## src/rtl/ps2_rx_frame_controller_pkg.sv

```systemverilog
// Shared types and constants for the PS/2 receive frame controller.
// A frame is 1 start, 8 data bits LSB first, 1 odd-parity bit and 1 stop bit.
package ps2_rx_frame_controller_pkg;

    typedef enum logic [1:0] {
        IDLE,
        DATA,
        PARITY,
        STOP
    } ps2State_t;

    localparam int   PS2_DATA_BITS = 8;
    localparam logic PS2_START_BIT = 1'b0;
    localparam logic PS2_STOP_BIT  = 1'b1;

endpackage

```

## src/rtl/ps2_rx_frame_controller_parity_check.sv

```systemverilog
// Odd-parity checker over a PS/2 data byte plus its parity bit.
// The frame is good when the nine bits together hold an odd number of ones.
module ps2_parity_check
    import ps2_rx_frame_controller_pkg::*;
(
    input  logic [PS2_DATA_BITS-1:0] data,
    input  logic                     parityBit,
    output logic                     parityOk
);

    assign parityOk = ^{data, parityBit};

endmodule

```

## src/rtl/ps2_rx_frame_controller.sv

```systemverilog
// PS/2 keyboard receive controller: synchronises the pins, detects PS/2 clock
// falls, shifts in a frame and emits one scan code or error strobe per frame.
module ps2_rx_frame_controller
    import ps2_rx_frame_controller_pkg::*;
#(
    parameter int SYNC_STAGES    = 2,
    parameter int TIMEOUT_CYCLES = 50000
) (
    input  logic                     clk,
    input  logic                     rst,
    input  logic                     ps2Clk,
    input  logic                     ps2Data,
    input  logic                     rxEnable,
    output logic                     ps2ClkDriveLow,
    output logic [PS2_DATA_BITS-1:0] scanCode,
    output logic                     scanCodeValid,
    output logic                     parityError,
    output logic                     frameError,
    output logic                     busy
);

    localparam int            TW           = (TIMEOUT_CYCLES > 2) ? $clog2(TIMEOUT_CYCLES) : 1;
    localparam logic [TW-1:0] TIMEOUT_LAST = TW'(TIMEOUT_CYCLES - 1);

    logic [SYNC_STAGES-1:0]   clkSync;
    logic [SYNC_STAGES-1:0]   dataSync;
    logic                     clkPrev;
    logic                     fallEdge;
    logic                     sampledData;

    ps2State_t                state;
    ps2State_t                stateNext;
    logic [2:0]               bitCnt;
    logic [2:0]               bitCntNext;
    logic [PS2_DATA_BITS-1:0] shiftReg;
    logic [PS2_DATA_BITS-1:0] shiftNext;
    logic                     parityBit;
    logic                     parityBitNext;
    logic [TW-1:0]            timeoutCnt;
    logic [TW-1:0]            timeoutNext;
    logic [PS2_DATA_BITS-1:0] scanCodeNext;
    logic                     validNext;
    logic                     parityErrNext;
    logic                     frameErrNext;
    logic                     parityOk;

    // Edge and data are registered together so the sampled bit always
    // belongs to the fall being acted on; this adds the second latency cycle.
    always_ff @(posedge clk) begin
        if (rst) begin
            clkSync     <= '1;
            dataSync    <= '1;
            clkPrev     <= 1'b1;
            fallEdge    <= 1'b0;
            sampledData <= 1'b1;
        end else begin
            clkSync     <= {clkSync[SYNC_STAGES-2:0], ps2Clk};
            dataSync    <= {dataSync[SYNC_STAGES-2:0], ps2Data};
            clkPrev     <= clkSync[SYNC_STAGES-1];
            fallEdge    <= clkPrev & ~clkSync[SYNC_STAGES-1];
            sampledData <= dataSync[SYNC_STAGES-1];
        end
    end

    ps2_parity_check parityCheck (
        .data      (shiftReg),
        .parityBit (parityBit),
        .parityOk  (parityOk)
    );

    always_ff @(posedge clk) begin
        if (rst) begin
            state          <= IDLE;
            bitCnt         <= '0;
            shiftReg       <= '0;
            parityBit      <= 1'b0;
            timeoutCnt     <= '0;
            scanCode       <= '0;
            scanCodeValid  <= 1'b0;
            parityError    <= 1'b0;
            frameError     <= 1'b0;
            ps2ClkDriveLow <= 1'b0;
        end else begin
            state          <= stateNext;
            bitCnt         <= bitCntNext;
            shiftReg       <= shiftNext;
            parityBit      <= parityBitNext;
            timeoutCnt     <= timeoutNext;
            scanCode       <= scanCodeNext;
            scanCodeValid  <= validNext;
            parityError    <= parityErrNext;
            frameError     <= frameErrNext;
            ps2ClkDriveLow <= ~rxEnable;
        end
    end

    // Priority: inhibit, then timeout, then the frame sequencing on a clock fall.
    always_comb begin
        stateNext     = state;
        bitCntNext    = bitCnt;
        shiftNext     = shiftReg;
        parityBitNext = parityBit;
        scanCodeNext  = scanCode;
        validNext     = 1'b0;
        parityErrNext = 1'b0;
        frameErrNext  = 1'b0;
        timeoutNext   = (state == IDLE || fallEdge) ? '0 : timeoutCnt + TW'(1);

        if (!rxEnable) begin
            stateNext   = IDLE;
            bitCntNext  = '0;
            timeoutNext = '0;
        end else if (state != IDLE && !fallEdge && timeoutCnt == TIMEOUT_LAST) begin
            stateNext    = IDLE;
            bitCntNext   = '0;
            timeoutNext  = '0;
            frameErrNext = 1'b1;
        end else if (fallEdge) begin
            case (state)
                IDLE: begin
                    if (sampledData == PS2_START_BIT) begin
                        stateNext  = DATA;
                        bitCntNext = '0;
                    end
                end
                DATA: begin
                    shiftNext  = {sampledData, shiftReg[PS2_DATA_BITS-1:1]};
                    bitCntNext = bitCnt + 3'd1;
                    if (bitCnt == 3'd7) begin
                        stateNext = PARITY;
                    end
                end
                PARITY: begin
                    parityBitNext = sampledData;
                    stateNext     = STOP;
                end
                STOP: begin
                    stateNext = IDLE;
                    if (sampledData != PS2_STOP_BIT) begin
                        frameErrNext = 1'b1;
                    end else if (!parityOk) begin
                        parityErrNext = 1'b1;
                    end else begin
                        scanCodeNext = shiftReg;
                        validNext    = 1'b1;
                    end
                end
                default: stateNext = IDLE;
            endcase
        end
    end

    assign busy = (state != IDLE);

endmodule

```

## config.mk

```make
export PLATFORM = sky130hd
export DESIGN_NAME = ps2_rx_frame_controller
export DESIGN_NICKNAME = d
export VERILOG_FILES = /design/src/rtl/ps2_rx_frame_controller_pkg.sv /design/src/rtl/ps2_rx_frame_controller_parity_check.sv /design/src/rtl/ps2_rx_frame_controller.sv
export SDC_FILE = /design/constraint.sdc
export NUM_CORES = 1
export LEC_CHECK = 0
export CAP_MARGIN = 20
export CORE_MARGIN = 4
export CORE_UTILIZATION = 40
export CTS_BUF_LIST = sky130_fd_sc_hd__clkbuf_4
export DETAILED_ROUTE_END_ITERATION = 10
export GPL_TIMING_DRIVEN = 0
export SLEW_MARGIN = 10
export SYNTH_ARGS = -nofsm -noshare
export SYNTH_HDL_FRONTEND = slang
export SYNTH_HIERARCHICAL = 1
export SYNTH_SLANG_ARGS = --single-unit
```

## constraint.sdc

```tcl
create_clock -name clk -period 2.89 [get_ports clk]
set_input_delay 0.578 -clock clk [delete_from_list [all_inputs] [get_ports clk]]
set_output_delay 0.578 -clock clk [all_outputs]
set_load 0.02 [all_outputs]
```

== Word-level counts from Yosys, hierarchy flattened ==
Cells that the tools add are included.

* Add/subtract/negate cells: 2
* Multiply operators: 0
* Div/mod/pow operators: 0
* $lt $le $gt $ge: 0
* Equality and inequality tests: 7
* Shift operators: 0
* Multiplexer cells: 11
* Bitwise operators: 7
* Reductions and logical operators: 17

{| class="wikitable"
|+ Operators by type and width
! cell !! number
|-
| 16-bit by 1-bit adder with 16-bit output (second input constant) || 1
|-
| 16-bit == test (second input constant) || 1
|-
| 9-bit XOR reduction || 1
|-
| 2-bit case mux with 4 select lines || 1
|-
| 4-bit AND reduction || 2
|-
| 1-bit 2-to-1 mux || 6
|-
| 1-bit inverter || 6
|-
| 3-bit case mux with 2 select lines || 1
|-
| 3-bit AND reduction || 2
|-
| 6-bit AND reduction || 1
|-
| 6-bit OR reduction || 1
|-
| 2-bit == test (second input constant) || 2
|-
| 2-bit 2-to-1 mux || 2
|-
| 2-bit != test (second input constant) || 2
|-
| 2-bit nonzero test || 2
|-
| 4-bit OR reduction || 1
|-
| 3-bit by 1-bit adder with 3-bit output (second input constant) || 1
|-
| 3-bit == test (second input constant) || 1
|-
| 3-bit 2-to-1 mux || 1
|-
| 3-bit OR reduction || 1
|-
| 2-bit by 1-bit == test with 1-bit output (second input constant) || 1
|-
| 1-bit logical AND || 2
|-
| 2-bit zero test || 1
|-
| 2-bit OR reduction || 1
|-
| 3 further kinds || 3
|}

* Register bits: 49
* Latch bits: 0
* Memory bits (writable): 0
* ROM bits: 0
* Input bits: 5
* Word-level logic and storage cells: 59
* Memories: 0

== Longest topological paths before layout ==
Gate-level depths: netlist (run 1).

* Depth after elaboration: 5
* Gate-level depth with buffers: 6
* Gate-level depth less buffers: 6

== Cells and area by module ==
The synthesis (run 1) kept the hierarchy.

{| class="wikitable"
|+ By module, submodules not included
! module !! instances !! cells an instance !! area each (µm²) !! sequential area each (µm²)
|-
| ps2_rx_frame_controller || 1 || 201 || 1994.4 || 980.9
|-
| ps2_parity_check || 1 || 7 || 82.6 || 0.0
|}

== Worst setup path before layout (run 1) ==
No wires, ideal clock.

* Path type: register -> register
* Start point: register shiftReg[6]
* End point: register scanCode[3]
* Data arrival time: 1.635 ns
* Path slack: 1.128 ns
* Stages on the path, launching flop included: 7
* Buffers on the path: 0
* Clock period less this slack: 1.762 ns
* Path through: dfxtp_1 xnor2_1 xnor3_1 xnor2_1 nand3_2 mux2i_1 nor2_1

* Word-level cells in the longest chain between the ends: 2

{| class="wikitable"
|+ Ends and longest elaborated chain
! element !! RTL line !! RTL
|-
| start, declared || ps2_rx_frame_controller.sv:35 || <nowiki>logic [PS2_DATA_BITS-1:0] shiftReg;</nowiki>
|-
| start signal, assigned || ps2_rx_frame_controller.sv:86 || <nowiki>shiftReg <= shiftNext;</nowiki>
|-
| 9-bit XOR reduction || ps2_rx_frame_controller_parity_check.sv:11 || <nowiki>assign parityOk = ^{data, parityBit};</nowiki>
|-
| named net parityOk || ps2_rx_frame_controller.sv:45 || <nowiki>logic parityOk;</nowiki>
|-
| 6-bit AND reduction (no line) || n/a ||
|-
| end signal, assigned || ps2_rx_frame_controller.sv:89 || <nowiki>scanCode <= scanCodeNext;</nowiki>
|-
| end, declared || ps2_rx_frame_controller.sv:15 || <nowiki>output logic [PS2_DATA_BITS-1:0] scanCode,</nowiki>
|}

The timed path passes the listed nets, and every way through them passes these cells.
A chain may end at the register's enable or synchronous reset.

== Worst setup path in the final report (run 1) ==
* Start point: register state[0]
* End point: output port busy

* Word-level cells in the longest chain between the ends: 1

{| class="wikitable"
|+ Ends and longest elaborated chain
! element !! RTL line !! RTL
|-
| start, declared || ps2_rx_frame_controller.sv:31 || <nowiki>ps2State_t state;</nowiki>
|-
| start signal, assigned || ps2_rx_frame_controller.sv:84 || <nowiki>state <= stateNext;</nowiki>
|-
| 2-bit nonzero test || ps2_rx_frame_controller.sv:153 || <nowiki>assign busy = (state != IDLE);</nowiki>
|-
| end, declared || ps2_rx_frame_controller.sv:19 || <nowiki>output logic busy</nowiki>
|}

No other way between the ends.

==> metrics.txt, run 1 <==
post_cts resized=0; ys async rst share=0%; static leakage=about 0.001 µW; clock transition time at the flip-flop clock pins of the worst setup and hold paths=0.13 ns; TritonCTS Buffers=5; Comb power frac=around 2.1%; Initial DRC Count=66; post-synthesis adder-cell area fraction=about 4.2%; main combinational cell family by area after synthesis=simple AND/OR/NAND/NOR gates; # setup viols final=0; pin count of the biggest net entering global routing=16; HPWL Detailed=2510 µm; #FFs+latches synth=49; simple-gate share of the synthesized area=a little under a quarter; DRT Wirelength=approximately 3500 µm; post-synthesis xor/xnor area fraction=a little under 10%; clock share of power=about two fifths; via/cell ratio=~4.7; post-synth cell types=36; YS warnings=6; CP Class=register to output port; clk root buf=clkbuf_4; die area=about 0.0064 mm²; total track usage=around an eighth; vias in the first global route=1337; final worst path period need=around 2.4 ns; layout cell share with drive strength beyond 1=a little under an eighth; Post-CTS Setup Bufs=0; crit end category=output port; Sw Ratio=19.4%; Synth area leader=dfxtp_1; Critical Path Fanout Max=8; Clock Latency Late Sink=between 0.3 and 0.4 ns; Arr. time, crit path=approximately 1.9 ns; Initial Utilization=42.6%; Setup Total Neg Slack=0 ns; Remaining DRCs=0; buffers from clock root to sink, at most=2; pwr dens=between 400 and 500 mW/mm²; status=finished, final reports clean; routability-driven placement congestion ratio=about 0.77; Psw=roughly 230 µW; Hold Path Class=register to register; Post-DP Area=around 0.0023 mm²; n_diodes=0; PortBufs=16; Ports=18; P_int=around 960 µW; Hold Startpoint=clkPrev$_SDFF_PP1_; worst r2r src=shiftReg[3]$_SDFFE_PP0P_; Syn Nets=220; first-pass GRT wire length=about 6200 µm; Die Width=~80 µm; Req. time, crit path=about 2.3 ns; sequential power share=a little under three fifths; Syn Inst Count=around 210; unrepaired setup endpoints after global routing=no; post-synth top area share=between 40% and 50%; period utilization=a little over four fifths; Area contributors post-synth=dfxtp_1 47%, mux2i_1 8.7%, nor2_1 7.4%, xnor2_1 7.2%, ha_1 4.2%; synthesized area=between 0.002 and 0.0025 mm²; CORE AREA=just under 0.005 mm²; total gr overflow=0; Compound-Gate Fraction of Synth Area=just over 4%; initial antenna violation count=0; row cnt=25; Max Clk Rate=0.411 GHz; Synth-to-Final Area Change=16.7%; sequential area share after synthesis=between 40% and 50%; multiplexer share of the synthesized area=under 10%; max cap viols=0; fin. max-slew vios=0; Post-synth EDFFs=0; Final ANT Viol Nets=0; Initial DRT Pass Iterations=4; Sink Count=49; H-tree levels=2; Commonest cells post-synth=49 x dfxtp_1, 41 x nor2_1, 18 x mux2i_1, 17 x xnor2_1, 9 x inv_1; crit path launch type=register; Main synth FF type=dfxtp_1; CTS tree=built; Worst Tran Pin Value=~0.53 ns; die height=around 80 µm; most common cell in the netlist=dfxtp_1; Clock Skew=0.0118 ns; Synth Area per Inst=around 10 µm²; peak supply drop=just under 300 µV; drt wl/cell=between 10 and 15 µm; Slew Limit Headroom=64.5%; Fin. Hold Viols=0; Final nets=243; via count=between 1000 and 1500; # hold bufs at CTS=0; CP Launch Point=state[0]$_SDFFE_PP0P_; post-route cell area=roughly 0.0024 mm²
power groups by stage:
| stage | sequential (µW) | clock (µW) | combinational [µW] |
|---|---|---|---|
| after floorplan | 697 | 0 | 13.2 |
| after global placement | 696 | 0 | 25.1 |
| after detailed placement | 696 | 0 | 25.1 |
| after CTS | 682 | 501 | 25.1 |
| after global routing | 683 | 523 | 27.6 |
| final | 682 | 484 | 24.4 |
worst paths after layout:
path | endpoint | slack (ns) | cells after the start
max reg2reg | scanCode[5]$_SDFFE_PP0P_ | 0.90 | 6
max | busy | 0.46 | 4
min reg2reg | fallEdge$_SDFF_PP0_ | 0.42 | 2
min | fallEdge$_SDFF_PP0_ | 0.42 | 2
worst max-delay path, stage by stage, from the launching register on:
cell	delay, ns
dfxtp_1	0.38
inv_1	0.09
ha_1	0.31
inv_1	0.11
clkdlybuf4s50_1	0.60
cell type report:
cell class / instances / area, µm²
Fill cell: 481 / 2460
Clock buffer: 5 / 37.5
Timing Repair Buffer: 16 / 160
Multi-Input combinational cell: 145 / 1030
Clock inverter: 3 / 65.1
Sequential cell: 49 / 981
Tap cell: 67 / 83.8
Inverter: 9 / 33.8
Buffer: 5 / 30.0
logic make-up (layout without fill, tap and decap cells):
| family | Yosys count | in the layout |
|---|---|---|
| AOI/OAI and AO/OA | 10 | 10 |
| muxes | 18 | 18 |
| buffers and inverters | 14 | 38 |
| adders and majority gates | 7 | 7 |
| DFF | 49 | 49 |
| and+or+nand+nor | 89 | 89 |
| xor gates and xnor gates | 21 | 21 |
registers in the layout, indices dropped and copies added, names as in the netlist, 2 cells and up:
name	flops
bitCnt	3
clkSync	2
dataSync	2
scanCode	8
shiftReg	8
state	2
timeoutCnt	16
placed cells by master, fill, tap and decap left out, types with 2 or more instances in the layout:
master	synthesis	layout
mux2i_1	18	18
dfxtp_1	49	49
clkbuf_1	3	3
o21ai_0	2	2
bufinv_16	0	2
a21oi_1	2	2
xnor2_1	17	17
inv_1	9	9
nand3_1	7	7
nand4_2	3	3
or2_2	6	6
xor2_1	2	2
nor3_1	7	7
and3_1	2	2
clkbuf_4	0	5
nor4_1	4	4
nand2_1	8	8
and4bb_2	2	2
or3_1	2	2
clkdlybuf4s50_1	0	16
ha_1	7	7
nor2_1	41	41
stage by stage:
stage                     cells  power (µW)  setup WS [ns]  utilization (%)  hold WS [ns]
final                       299        1190          0.458             49.7         0.417
after global routing        299        1230          0.322             49.7         0.446
after CTS                   299        1210          0.423             49.7         0.421
after detailed placement    291         721          0.676             47.6         0.394
after global placement      291         721          0.687             47.6         0.391
after floorplan             208         710           1.13                -         0.389
routing by layer:
layer  wire length (µm)  global-route usage [%]  part of all wire, %
met4                 75                    6.08                  2.1
met3                149                    3.59                  4.2
met5                  0                       0                    0
met2               1580                    19.6                   45
met1               1700                    15.2                   48
Power figures use the tool's default switching activity.
==> run 2, diff against run 1 <==
==> constraint.sdc (replaced) <==
create_clock -name clk -period 2.24 [get_ports clk]
set_input_delay 0.448 -clock clk [delete_from_list [all_inputs] [get_ports clk]]
set_output_delay 0.448 -clock clk [all_outputs]
set_load 0.02 [all_outputs]
==> metrics.txt, run 2 (synthesized netlist as in run 1, its figures left out) <==
CP Class=register to output port (unchanged); worst r2r src=shiftReg[3]$_SDFFE_PP0P_ (unchanged); Die Width=80.1 µm (unchanged); layout cell share with drive strength beyond 1=11.6% (unchanged); CTS tree=built (unchanged); CP max-delay cell=dfxtp_1 (was clkdlybuf4s50_1); drt wl/cell=11.7 µm (about the same); crit path launch type=register (unchanged); dpl ws=0.156 ns (was 0.676 ns); Initial Utilization=42.6% (unchanged); initial antenna violation count=0 (unchanged); first-pass GRT wire length=6160 µm (unchanged); clk root buf=clkbuf_4 (unchanged); unrepaired setup endpoints after global routing=no (unchanged); routability-driven placement congestion ratio=0.773 (unchanged); via/cell ratio=4.73 (unchanged); n_diodes=0 (unchanged); fin. max-slew vios=0 (unchanged); vias in the first global route=1337 (unchanged); Critical Path Fanout Max=8 (unchanged); Sink Count=49 (unchanged); commonest non-fill, non-tap cell in the layout=dfxtp_1 (unchanged); post-layout util=49.6% (was 49.7%); TritonCTS Buffers=5 (unchanged); Total Power=1540 µW (was 1190 µW); row cnt=25 (unchanged); worst-path cell chain=inv_1, ha_1, inv_1, dlygate4sd2_1 (was inv_1, ha_1, inv_1, clkdlybuf4s50_1); CORE AREA=0.00488 mm² (unchanged); Arr. time, crit path=1.59 ns (was 1.85 ns); via count=1415 (unchanged); die height=80.1 µm (unchanged); Sw Ratio=19.4% (about the same); Top reg by flops=timeoutCnt (unchanged); pin count of the biggest net entering global routing=16 (unchanged); crit end category=output port (unchanged); Clock Latency Late Sink=0.37 ns (about the same); Setup Total Neg Slack=0 ns (unchanged); Initial DRC Count=66 (unchanged); peak supply drop=379 µV (was 294 µV); Remaining DRCs=0 (unchanged); P_int=1240 µW (was 959 µW); Max Clk Rate=0.491 GHz; final worst path period need=around 2.0 ns; Req. time, crit path=1.79 ns (was 2.31 ns); static leakage=0.00100 µW (was 0.000995 µW); PortBufs=16 (unchanged); Hold Path Class=register to register (unchanged); buffers from clock root to sink, at most=2 (unchanged); Final nets=243 (unchanged); Final ANT Viol Nets=0 (unchanged); total track usage=12.4% (unchanged); Synth-to-Final Area Change=16.6% (was 16.7%); Worst Tran Pin Value=0.530 ns (unchanged); Clock Skew=0.0118 ns (unchanged); # setup viols final=0 (unchanged); Comb power frac=2.1% (about the same); pwr dens=634 mW/mm² (was 491 mW/mm²); most frequent cells in the layout=49 x dfxtp_1, 41 x nor2_1, 18 x mux2i_1 (unchanged); Fillers=482 (was 481); Hold WS=0.417 ns (unchanged); Setup WS post-layout=0.205 ns (was 0.458 ns); Fin. Hold Viols=0 (unchanged); Ports=18 (unchanged); Hold Startpoint=clkPrev$_SDFF_PP1_ (unchanged); period utilization=slightly above 90%; HPWL Detailed=2510 µm (unchanged); clock share of power=40.7% (about the same); leading registers by flop count=timeoutCnt x16, scanCode x8, shiftReg x8 (unchanged); most frequent CP cell=inv_1 (unchanged); DRT Wirelength=3510 µm (about the same); H-tree levels=2 (unchanged); crit-path max cell delay=0.35 ns (was 0.60 ns); status=finished, final reports clean (unchanged); Slew Limit Headroom=64.5% (unchanged); die area=0.00641 mm² (unchanged); total gr overflow=0 (unchanged); max cap viols=0 (unchanged); sequential power share=57.3% (about the same); Largest register FFs=16 (unchanged); Initial DRT Pass Iterations=4 (unchanged); CP Launch Point=state[0]$_SDFFE_PP0P_ (unchanged); clock transition time at the flip-flop clock pins of the worst setup and hold paths=0.13 ns (about the same); Psw=298 µW (was 231 µW)
run 2: cell count changes in the layout (fill, tap and decap cells not counted), sizes merged:
cell / change
clkdlybuf4s50: -1
dlygate4sd2: +1
run 2: power by group through the flow:
stage          clock network (µW)  logic (µW)  registers (µW)
3_3_place_gp                    0        32.3             899
6_report                      624        31.5             879
4_1_cts                       646        32.4             880
3_5_place_dp                    0        32.4             898
2_1_floorplan                   0        17.0             899
5_1_grt                       675        35.5             881
run 2: final cells by class:
cell class,count,area (µm²),area share [%]
Multi-Input combinational cell,145,1030,42.6
Sequential cell,49,981,40.5
Timing Repair Buffer,16,159,6.56
Tap cell,67,83.8,3.46
Clock inverter,3,65.1,2.69
Clock buffer,5,37.5,1.55
Inverter,9,33.8,1.39
Buffer,5,30.0,1.24
run 2: metal layers:
metal  vias up  track usage [%]  wire, µm
li1        748                -         -
met1       638             15.2      1700
met2        21             19.6      1580
met3         8             3.59       149
met4         0             6.08        75
met5         -                0         0
run 2: repair_timing:
action / CTS / global route
gates resized for setup: 1 / 0
endpoints found under the hold margin: 0 / 0
hold buffers: 0 / 0
endpoints found under the setup margin: 1 / 0
setup buffers: 0 / 0
run 2: worst paths after layout:
| path | endpoint | slack [ns] | cells after the start |
|---|---|---|---|
| setup reg to reg | scanCode[5]$_SDFFE_PP0P_ | 0.25 | 6 |
| setup / recovery | busy | 0.20 | 4 |
| hold reg to reg | fallEdge$_SDFF_PP0_ | 0.42 | 2 |
| hold / removal | fallEdge$_SDFF_PP0_ | 0.42 | 2 |
run 2: worst max-delay path: cells and delay by family (launching register included):
family     cells  cell delay [ns]
flops          1             0.35
fa+ha+maj      1             0.35
buf+inv        3             0.53
run 2: through the flow:
| stage | area [µm²] | std cells |
|---|---|---|
| detailed placement | 2320 | 291 |
| global route | 2420 | 299 |
| global placement | 2320 | 291 |
| finish | 2420 | 299 |
| CTS | 2420 | 299 |
| floorplan | 2080 | 208 |
==> patch 1: new RTL, config.mk and constraints of run 2 <==
Make the reset (`rst`) asynchronous in 2 clocked blocks.
--- a/src/rtl/ps2_rx_frame_controller.sv
+++ b/src/rtl/ps2_rx_frame_controller.sv
@@ -46,7 +46,7 @@
 
     // Edge and data are registered together so the sampled bit always
     // belongs to the fall being acted on; this adds the second latency cycle.
-    always_ff @(posedge clk) begin
+    always_ff @(posedge clk or posedge rst) begin
         if (rst) begin
             clkSync     <= '1;
             dataSync    <= '1;
@@ -68,7 +68,7 @@
         .parityOk  (parityOk)
     );
 
-    always_ff @(posedge clk) begin
+    always_ff @(posedge clk or posedge rst) begin
         if (rst) begin
             state          <= IDLE;
             bitCnt         <= '0;
Function: differs if rst is asserted again (counterexample within 4 cycles, from zero or initial values and one cycle with rst high); with rst held inactive, the same outputs for 10 cycles.
==> patch 1 against run 2 <==
Synthesized cell count fell by 9.1%; design area rose by 6.4%; worst setup slack got worse by 66 ps; sequential cell count did not move; routed wire length rose by 3.3%; die area rose by 7.1%; synthesized area rose by 7.9%; count of clock-buffer cells in the layout rose by 1.
Power is not compared: it rests on default switching activity, and its combinational part moved more than twofold at a synthesized area within 25%.
==> patch 1: results <==
set metrics [dict create \
    gr-usage-all-layers 0.115 \
    synth_top_cells_by_count "dfrtp_1, nor2_1, mux2_2, xor2_1, nand4_1" \
    clkLatencyLatePin_ps 360 \
    number_of_flip_flops_in_the_largest_register 16 \
    cts_htree_levels 2 \
    run_status "finished, final reports clean" \
    critical_path.max_stage_delay_ps 450 \
    cts_post_setup_buffers_inserted 0 \
    cts_buf_count 5 \
    vias 1420 \
    p_switching_mw 0.376 \
    power_density_mw_per_mm2 577 \
    place.detailed.hpwl_um 2510 \
    fillers 501 \
    timing.critical_path.arrival_ps 1650 \
    netlist_top_cells_area "dfrtp_1, mux2_2, dfstp_2" \
    power.clock.total_mw 0.420 \
    post_route_cells_drive_above_1_share 0.195 \
    place.gp.congestion 0.846 \
    globalRoute.totalOverflow 0 \
    asyncSetResetFlopFracSynth 1.00 \
    place.port_buffers 16 \
    postCtsResizedCells 1 \
    dpl_cell_area_mm2 0.00251 \
    path_delay_family "buffers and inverters" \
    p_comb_frac 0.091 \
    synth_area_per_cell_um2 11.9 \
    clock_tree.buffer_depth 2 \
    detail_route.iter0.violations 18 \
    synth_top_flop_cell "dfrtp_1" \
    synth.net_count 201 \
    clock-root-buffer "clkbuf_4" \
    antennaDiodeCount 0 \
    place_inst 276 \
    wl_per_cell_um 12.7 \
    wl_um 3630 \
    firstDrtPassIters 4 \
    detailedPlace.worstSlack_ps 99.1 \
    layout_top_registers "timeoutCnt (16), scanCode (8), shiftReg (8)" \
    clk_transition_reported_paths_ps 150 \
    grt_start_max_net_pins 36 \
    nets 226 \
    grt_antenna_before_repair 0 \
    worst_pin_slew_ps 540 \
    power.ir.vdd_worst_uv 356 \
    worst_path_fanout_max 6 \
    synth_warnings 6 \
    fin_worst_skew_ps 18.6 \
    synth_sequential_area_ratio 0.551 \
    hold_class "in -> async" \
    ys_types 38 \
    static-leakage-power_nw 1.17 \
    grt_pass1_wl_um 6530 \
    critPathSlowestCell "dfrtp_1" \
]
## patch 1: cell families after synthesis
family | synth area share
adder cells (fa/ha/maj) | 0.0391
AND/OR/NAND/NOR | 0.149
AO/OA/AOI/OAI | 0.0525
buffers and inverters | 0.0352
XOR/XNOR | 0.0838
flip-flops | 0.551
multiplexers | 0.0899
## patch 1: path summary, 6_finish.rpt
kind	startpoint	end	slack, ps	cells past startpoint
setup / recovery	state[0]	busy	140	4
hold / removal	rst	timeoutCnt[0]	350	2
setup reg to reg	timeoutCnt[0]	timeoutCnt[14]	180	8
hold reg to reg	dataSync[0]	dataSync[1]	370	0
max in group asynchronous	rst	clkPrev	1330	3
min in group clk	dataSync[0]	dataSync[1]	370	0
## patch 1: worst reg2reg max path, delay by kind of cell, from the launching register on
family / cells / cell delay, ps
AND/OR/NAND/NOR: 3 / 640
adder cells (fa/ha/maj): 1 / 150
flip-flops: 1 / 390
AO/OA/AOI/OAI: 1 / 270
buffers and inverters: 3 / 520
## patch 1: cell type report
cell class | instances | area (um2) | share of cell area
buffer | 8 | 45.0 | 0.0175
clock inverter | 2 | 16.3 | 0.00631
inverter | 9 | 33.8 | 0.0131
sequential | 49 | 1230 | 0.479
timing repair buffer | 18 | 186 | 0.0724
clock buffer | 6 | 45.0 | 0.0175
multi-input combinational | 123 | 928 | 0.360
tap | 70 | 87.6 | 0.0340
## patch 1: routing by layer
| metal | routed length [um] | track usage | share of wire |
|---|---|---|---|
| met1 | 1930 | 0.167 | 0.53 |
| met2 | 1540 | 0.166 | 0.42 |
| met3 | 130 | 0.0337 | 0.036 |
| met4 | 25 | 0.0312 | 0.0069 |
| met5 | 0 | 0 | 0 |
==> patch 2: new RTL, settings of run 2 <==
Made on the original files. Set the parameter `TIMEOUT_CYCLES` to 200000 (it was 50000).
--- a/src/rtl/ps2_rx_frame_controller.sv
+++ b/src/rtl/ps2_rx_frame_controller.sv
@@ -4,7 +4,7 @@
     import ps2_rx_frame_controller_pkg::*;
 #(
     parameter int SYNC_STAGES    = 2,
-    parameter int TIMEOUT_CYCLES = 50000
+    parameter int TIMEOUT_CYCLES = 200000
 ) (
     input  logic                     clk,
     input  logic                     rst,
Check against the original RTL: same outputs for any inputs over 10 cycles, from zero or initial values and one cycle with rst high; that may be too few to reach the edited logic, so the function may still have changed.
==> patch 2 against run 2 <==
Sequential cell count increased by 2; non-clock buffer count increased by 2; clock power fell by 34%; design area grew 3.4%; power fell by 12%; die area is 4.5% higher; via count up 8.3%; combinational power hardly changed; worst setup slack barely moved; synthesized area increased by 5.1%; critical path type is now reg -> reg; register-to-register slack worse by 50 ps; routed wire length grew 3.4%; critical endpoint is now state[1].
==> patch 2: results <==
set metrics [dict create \
    run_status "finished, final reports clean" \
    synth_sequential_area_ratio 0.468 \
    fin_worst_skew_ps 9.29 \
    grt.met1_usage 0.171 \
    synth-xor-area-share 0.0820 \
    multi_input_area_share 0.435 \
    post_route_cells_drive_above_1_share 0.109 \
    netlist_top_cells_area "dfxtp_1, mux2i_1, nor2_1" \
    layout.sequential_cells 51 \
    detail_route.iter0.violations 70 \
    fillers 504 \
    wl_um 3630 \
    grt_use_met3 0.0362 \
    ys_types 40 \
    place.gp.congestion 0.760 \
    clk_transition_reported_paths_ps 150 \
    path_delay_family "simple AND/OR/NAND/NOR gates" \
    worst_pin_slew_ps 505 \
    place_inst 309 \
    layout.clock.cell_area_share 0.0230 \
    critPathSlowestCell "or4_4" \
    non_clock_buffer_count 23 \
    post_layout_nonfiller_instances 318 \
    synth_area_per_cell_um2 9.83 \
    static-leakage-power_nw 1.01 \
    number_of_global_route_vias_before_repair 1429 \
    multi_input_comb_cells 156 \
    grt_start_max_net_pins 17 \
    layout_top_registers "timeoutCnt (18), scanCode (8), shiftReg (8)" \
    yosys-mux-area-fraction 0.0826 \
    place.port_buffers 17 \
    nets 259 \
    synth_fa_ha_area_frac 0.0401 \
    design.die.area_mm2 0.00670 \
    power.ir.vdd_worst_uv 338 \
    worst_path_fanout_max 7 \
    non_clock_inverter_count 10 \
    seq-cell-share 0.408 \
    synth_top_cells_by_count "dfxtp_1, nor2_1, mux2i_1, nand2_1, inv_1" \
    buf_share 0.0840 \
    vias_per_cell 4.82 \
    gr-usage-all-layers 0.123 \
    firstDrtPassIters 4 \
    clock_tree.buffer_depth 2 \
    synth.net_count 234 \
]
patch 2: repair_timing:
action | 4_1_cts | 5_1_grt
buffers inserted | 1 | 0
resized for setup | 1 | 0
setup endpoints to repair | 9 | 0
hold buffers | 0 | 0
patch 2: where the power goes:
| part | switching, mW | total [mW] | internal [mW] |
|---|---|---|---|
| Clock | 0.288 | 0.409 | 0.121 |
| Combinational | 0.0162 | 0.0314 | 0.0152 |
| Sequential | 0.00170 | 0.915 | 0.913 |
| Total | 0.305 | 1.35 | 1.05 |
patch 2: per-layer routing:
layer / vias to the layer above / wire length, um
li1: 819 / -
met5: - / 0
met4: 0 / 49
met1: 681 / 1900
met2: 29 / 1510
met3: 4 / 172
patch 2: path summary, 6_finish.rpt:
check                           depth (start not counted)       end  slack, ps     startpoint
worst max-delay path                                    5  state[1]        200  timeoutCnt[0]
worst min-delay path                                    2  fallEdge        420        clkPrev
worst max register to register                          5  state[1]        200  timeoutCnt[0]
worst min register to register                          2  fallEdge        420        clkPrev
patch 2: per-stage QoR:
stage / setup slack [ps] / power, mW / TNS (ps) / instance area [um2]
after floorplan: 298 / 0.951 / 0 / 2180
after global placement: -13.9 / 0.967 / -64.3 / 2440
after detailed placement: -16.6 / 0.967 / -43.3 / 2440
after CTS: 174 / 1.38 / 0 / 2500
after global routing: 32.3 / 1.41 / 0 / 2500
final: 205 / 1.35 / 0 / 2500
patch 2: worst register-to-register path: stages, from the launching register on:
cell and delay [ps]:
dfxtp_1 370, ha_1 210, nand3_2 180, or4_4 630, o41ai_4 450, nor2_1 90
